**src/rtl/multisim_pull_arbiter.sv**
```systemverilog
// multisim_pull_arbiter: round-robin, burst-locked sharing of one pull-client stream among local consumers
// Ports:
//   clk, rst                      clock, async active-high reset
//   up_data_vld/up_data/up_data_rdy  pull-client side handshake
//   cons_rdy                      per-consumer ready, doubles as the request
//   cons_vld/cons_data            one-hot valid and shared beat bus from the one-entry slot
//   owner, busy                   current grantee and burst-active flag
module multisim_pull_arbiter #(
  parameter int DATA_WIDTH    = 64,
  parameter int NUM_CONSUMERS = 4,
  parameter int BURST_LEN     = 8
) (
  input  logic                             clk,
  input  logic                             rst,
  input  logic                             up_data_vld,
  input  logic [DATA_WIDTH-1:0]            up_data,
  output logic                             up_data_rdy,
  input  logic [NUM_CONSUMERS-1:0]         cons_rdy,
  output logic [NUM_CONSUMERS-1:0]         cons_vld,
  output logic [DATA_WIDTH-1:0]            cons_data,
  output logic [$clog2(NUM_CONSUMERS)-1:0] owner,
  output logic                             busy
);
  localparam int OW = $clog2(NUM_CONSUMERS);
  localparam int CW = $clog2(BURST_LEN + 1);
  typedef enum logic {IDLE, BURST} state_t;
  state_t          state;
  logic            slot_full, found, own_rdy, up_xfer, slot_nxt, done;
  logic [OW-1:0]   rr_ptr, pick;
  logic [CW-1:0]   beat_cnt;
  assign busy        = state == BURST;
  assign own_rdy     = cons_rdy[owner];
  assign up_data_rdy = busy && beat_cnt < CW'(BURST_LEN) && (!slot_full || own_rdy);
  assign up_xfer     = up_data_vld && up_data_rdy;
  assign slot_nxt    = up_xfer || (slot_full && !own_rdy);
  // a beat accepted this cycle keeps the grant, so release only when the slot ends up empty
  assign done        = !slot_nxt && (beat_cnt == CW'(BURST_LEN) || !own_rdy);
  always_comb begin
    pick  = '0;
    found = 1'b0;
    for (int i = 0; i < NUM_CONSUMERS; i++)
      if (!found && cons_rdy[(int'(rr_ptr) + i) % NUM_CONSUMERS]) begin
        found = 1'b1;
        pick  = OW'((int'(rr_ptr) + i) % NUM_CONSUMERS);
      end
  end
  always_ff @(posedge clk or posedge rst)
    if (rst) begin
      state     <= IDLE;
      slot_full <= 1'b0;
      rr_ptr    <= '0;
      beat_cnt  <= '0;
      owner     <= '0;
      cons_vld  <= '0;
      cons_data <= '0;
    end else if (state == IDLE) begin
      if (found) begin
        state    <= BURST;
        owner    <= pick;
        beat_cnt <= '0;
      end
    end else begin
      if (up_xfer) begin
        cons_data <= up_data;
        beat_cnt  <= beat_cnt + 1'b1;
      end
      slot_full <= slot_nxt;
      cons_vld  <= slot_nxt ? NUM_CONSUMERS'(1) << owner : '0;
      if (done) begin
        state  <= IDLE;
        rr_ptr <= owner == OW'(NUM_CONSUMERS - 1) ? '0 : owner + 1'b1;
      end
    end
endmodule

```
**config.mk**
```make
export PLATFORM = sky130hd
export DESIGN_NAME = multisim_pull_arbiter
export DESIGN_NICKNAME = d
export VERILOG_FILES = /design/src/rtl/multisim_pull_arbiter.sv
export SDC_FILE = /design/constraint.sdc
export NUM_CORES = 1
export LEC_CHECK = 0
export ABC_CLOCK_PERIOD_IN_PS = 3450
export BUFFER_PORTS_ARGS = -buffer_cell sky130_fd_sc_hd__buf_2
export CORE_AREA = 2 2 85 87
export DETAILED_ROUTE_END_ITERATION = 6
export DIE_AREA = 0 0 87 89
export GPL_ROUTABILITY_DRIVEN = 0
export PLACE_DENSITY_LB_ADDON = 0.08
export SKIP_LAST_GASP = 1
export SYNTH_ARGS = -nofsm -noshare
export SYNTH_HDL_FRONTEND = slang
export SYNTH_SLANG_ARGS = --single-unit
```
**constraint.sdc**
```tcl
create_clock -name clk -period 3.45 [get_ports clk]
set_clock_uncertainty 0.05 [all_clocks]
set_input_delay 0.69 -clock clk [delete_from_list [all_inputs] [get_ports clk]]
set_output_delay 0.69 -clock clk [all_outputs]
set_load 0.01 [all_outputs]
```
==> impl_metrics.csv <==
group,metric,value,unit
run_status,outcome,"finished, final reports clean",
timing,tns,0,ns
clock_tree,cts_setup_buffers,0,
worst_setup_path,worstPathMaxFanout,7,
worst_setup_path,cp_slowest_cell,"mux4_2",
synth,yosysWarnings,0,
pwr,power.density,970,mW/mm²
min_path,hold_class,"input pin to asynchronous set/reset pin",
synth,ys.flop_type,"dfrtp_1",
route,totalWireLength,6.14,mm
worst_setup_path,path_cells,"mux4_2 > nor2_1 > nor3_1 > buf_2",
timing,finalWorstSetupSlack,0.898,ns
clock_tree,cts.sinks,78,
timing,maxSlewHeadroom,0.484,
worst_setup_path,rr_worst_depth,4,
worst_setup_path,required,2.71,ns
worst_setup_path,worstSetupPathType,"register to output port",
pwr,p_leak,2.07,nW
place,place_ws,0.990,ns
synth,syn_inst,209,
timing,holdWs,0.434,ns
worst_setup_path,crit_arrival,1.81,ns
floorplan,dieArea,0.00774,mm²
global_route,grt_pass1_wl,9.69,mm
finish,syn_to_final_growth,32.7,%
clock_tree,cts_max_path_buffers,2,
route,drtIter0Drc,63,
global_route,grt_use_total,0.163,
timing,slew_violations,0,
global_route,antenna_found_initial,0,
worst_setup_path,path_buf_inv,1,
floorplan,die_w,87,µm
pwr,vdd_drop_max,0.000572,V
worst_setup_path,cp.depth,4,
synth,postSynthRegisterBits,78,
route,drc,0,
clock_tree,insertion_delay,0.34,ns
finish,diodes,0,
clock_tree,tritoncts,"yes",
finish,fillerInstances,564,
worst_setup_path,crit_family,"multiplexers",
synth,synth_cell_type_count,32,
worst_setup_path,critPathMaxStageDelay,0.62,ns
global_route,grt_max_degree,72,
finish,fin_area,0.00417,mm²
floorplan,fp.dieH,89,µm
timing,tightest_slew,0.773,ns
clock_tree,root_buffer,"clkbuf_8",
place,dpl.hpwl,4.42,mm
place,portBuffers,142,
finish,nets,433,
floorplan,core-area,0.00672,mm²
route,antenna_left,0,
clock_tree,numCtsBuffers,9,
clock_tree,path_clk_slew,0.07,ns
worst_setup_path,end_kind,"output port",
worst_setup_path,startpoint_type,"register",
route,vias,2188,
synth,synth_edf_count,0,
flow_run,maxCapViolCount,0,
clock_tree,cts_resized,0,
timing,finalHoldViolCount,0,
synth,syn-num-nets,286,
synth,async_flop_share,1.00,
route,viasPerCell,4.97,
floorplan,floorplan.initialDensity,0.468,
global_route,grt_pass1_vias,2095,
timing,period_share,0.740,
timing,period_needed,2.55,ns
finish,drive_gt1_frac,0.625,
route,wl_per_cell,14.0,µm
route,drt-pass1-iter-count,4,
clock_tree,htree_levels,3,
timing,fmax,0.392,GHz
timing,rsz0062_at_grt,"false",
global_route,overflow,0,
timing,setup-violations-final,0,
synth,netlist_area,0.00314,mm²
synth,yosysSeqAreaShare,0.621,
floorplan,rows,30,
place,postPlaceCellArea,0.00395,mm²
pwr,power,4.04,mW
clock_tree,ctsHoldBuffers,0,
synth,avgSynthCellArea,15.0,µm²
floorplan,ios,143,
final timing paths:
path / endpoint / slack (ns) / startpoint
max in group asynchronous: cons_data[28] / 2.24 / rst
max reg2reg: cons_data[63] / 1.25 / owner[0]
min in group clk: cons_data[7] / 0.44 / cons_data[7]
max: up_data_rdy / 0.90 / owner[0]
min: cons_data[46] / 0.43 / rst
min reg2reg: cons_data[7] / 0.44 / cons_data[7]
cell families (layout without fill, tap and decap cells):
| group | after synthesis | after routing | share of synthesized area |
|---|---|---|---|
| flops | 78 | 78 | 0.621 |
| mux | 68 | 68 | 0.247 |
| compound gates | 22 | 22 | 0.0486 |
| simple gates | 18 | 18 | 0.0315 |
| buf+inv | 17 | 168 | 0.0279 |
| fa+ha+maj | 6 | 6 | 0.0239 |
where the power goes:
group          switching (mW)  total [mW]  leakage (nW)  internal (mW)
registers               0.239        1.61         0.921           1.37
logic                   0.788        1.68          1.04          0.890
clock network           0.312       0.756         0.109          0.443
synth_stat cells, types with 2 or more instances:
library cell,instances,area (µm²)
nor2_1,2,7.51
or2_2,2,12.5
inv_1,9,33.8
ha_1,6,75.1
mux2_2,61,687
a21oi_1,5,25.0
o21ai_0,3,15.0
nand3_1,3,15.0
dfrtp_1,78,1950
nand2_1,4,15.0
o21a_1,2,15.0
a22o_1,4,35.0
buf_4,6,45.0
o31ai_1,2,15.0
mux2_1,5,56.3
through the flow:
step / std cells / util
after floorplan: 209 / -
after global placement: 425 / 0.587
after detailed placement: 425 / 0.587
after CTS: 440 / 0.620
after global routing: 440 / 0.620
final: 440 / 0.620
flip-flops by register name, summed over array words and instances (netlist names):
signal	count
cons_data	64
beat_cnt	4
cons_vld	4
owner	2
rr_ptr	2
busy	1
slot_full	1
cell type report:
| cell class | instances | area, µm² | area share |
|---|---|---|---|
| clock buffer | 12 | 155 | 0.0372 |
| timing repair buffer | 144 | 751 | 0.180 |
| tap | 80 | 100 | 0.0240 |
| sequential | 78 | 1950 | 0.468 |
| inverter | 9 | 33.8 | 0.00810 |
| multi-input combinational | 114 | 1110 | 0.266 |
| clock inverter | 3 | 67.6 | 0.0162 |
metal layers:
layer / up-vias / track usage / part of all wire
met5: - / 0 / 0
li1: 1041 / - / -
met4: 0 / 0.0923 / 0.023
met2: 95 / 0.257 / 0.47
met3: 12 / 0.0480 / 0.073
met1: 1040 / 0.203 / 0.43
worst register-to-register path, delay by kind of cell, from the launching register on:
kind,cells,cell delay [ns]
buffers and inverters,1,0.33
AOI/OAI and AO/OA,1,0.17
muxes,2,1.04
DFF,1,0.49
cell usage in the layout, fill, tap and decap left out, types with 4 or more instances in the layout:
cell type  instances
mux2_1             5
inv_1              8
a21oi_1            5
nand2_1            4
mux2_2            61
buf_2            142
a22o_1             4
clkbuf_8          11
ha_1               6
dfrtp_1           78
No activity file was read; power rests on OpenSTA's default activity.
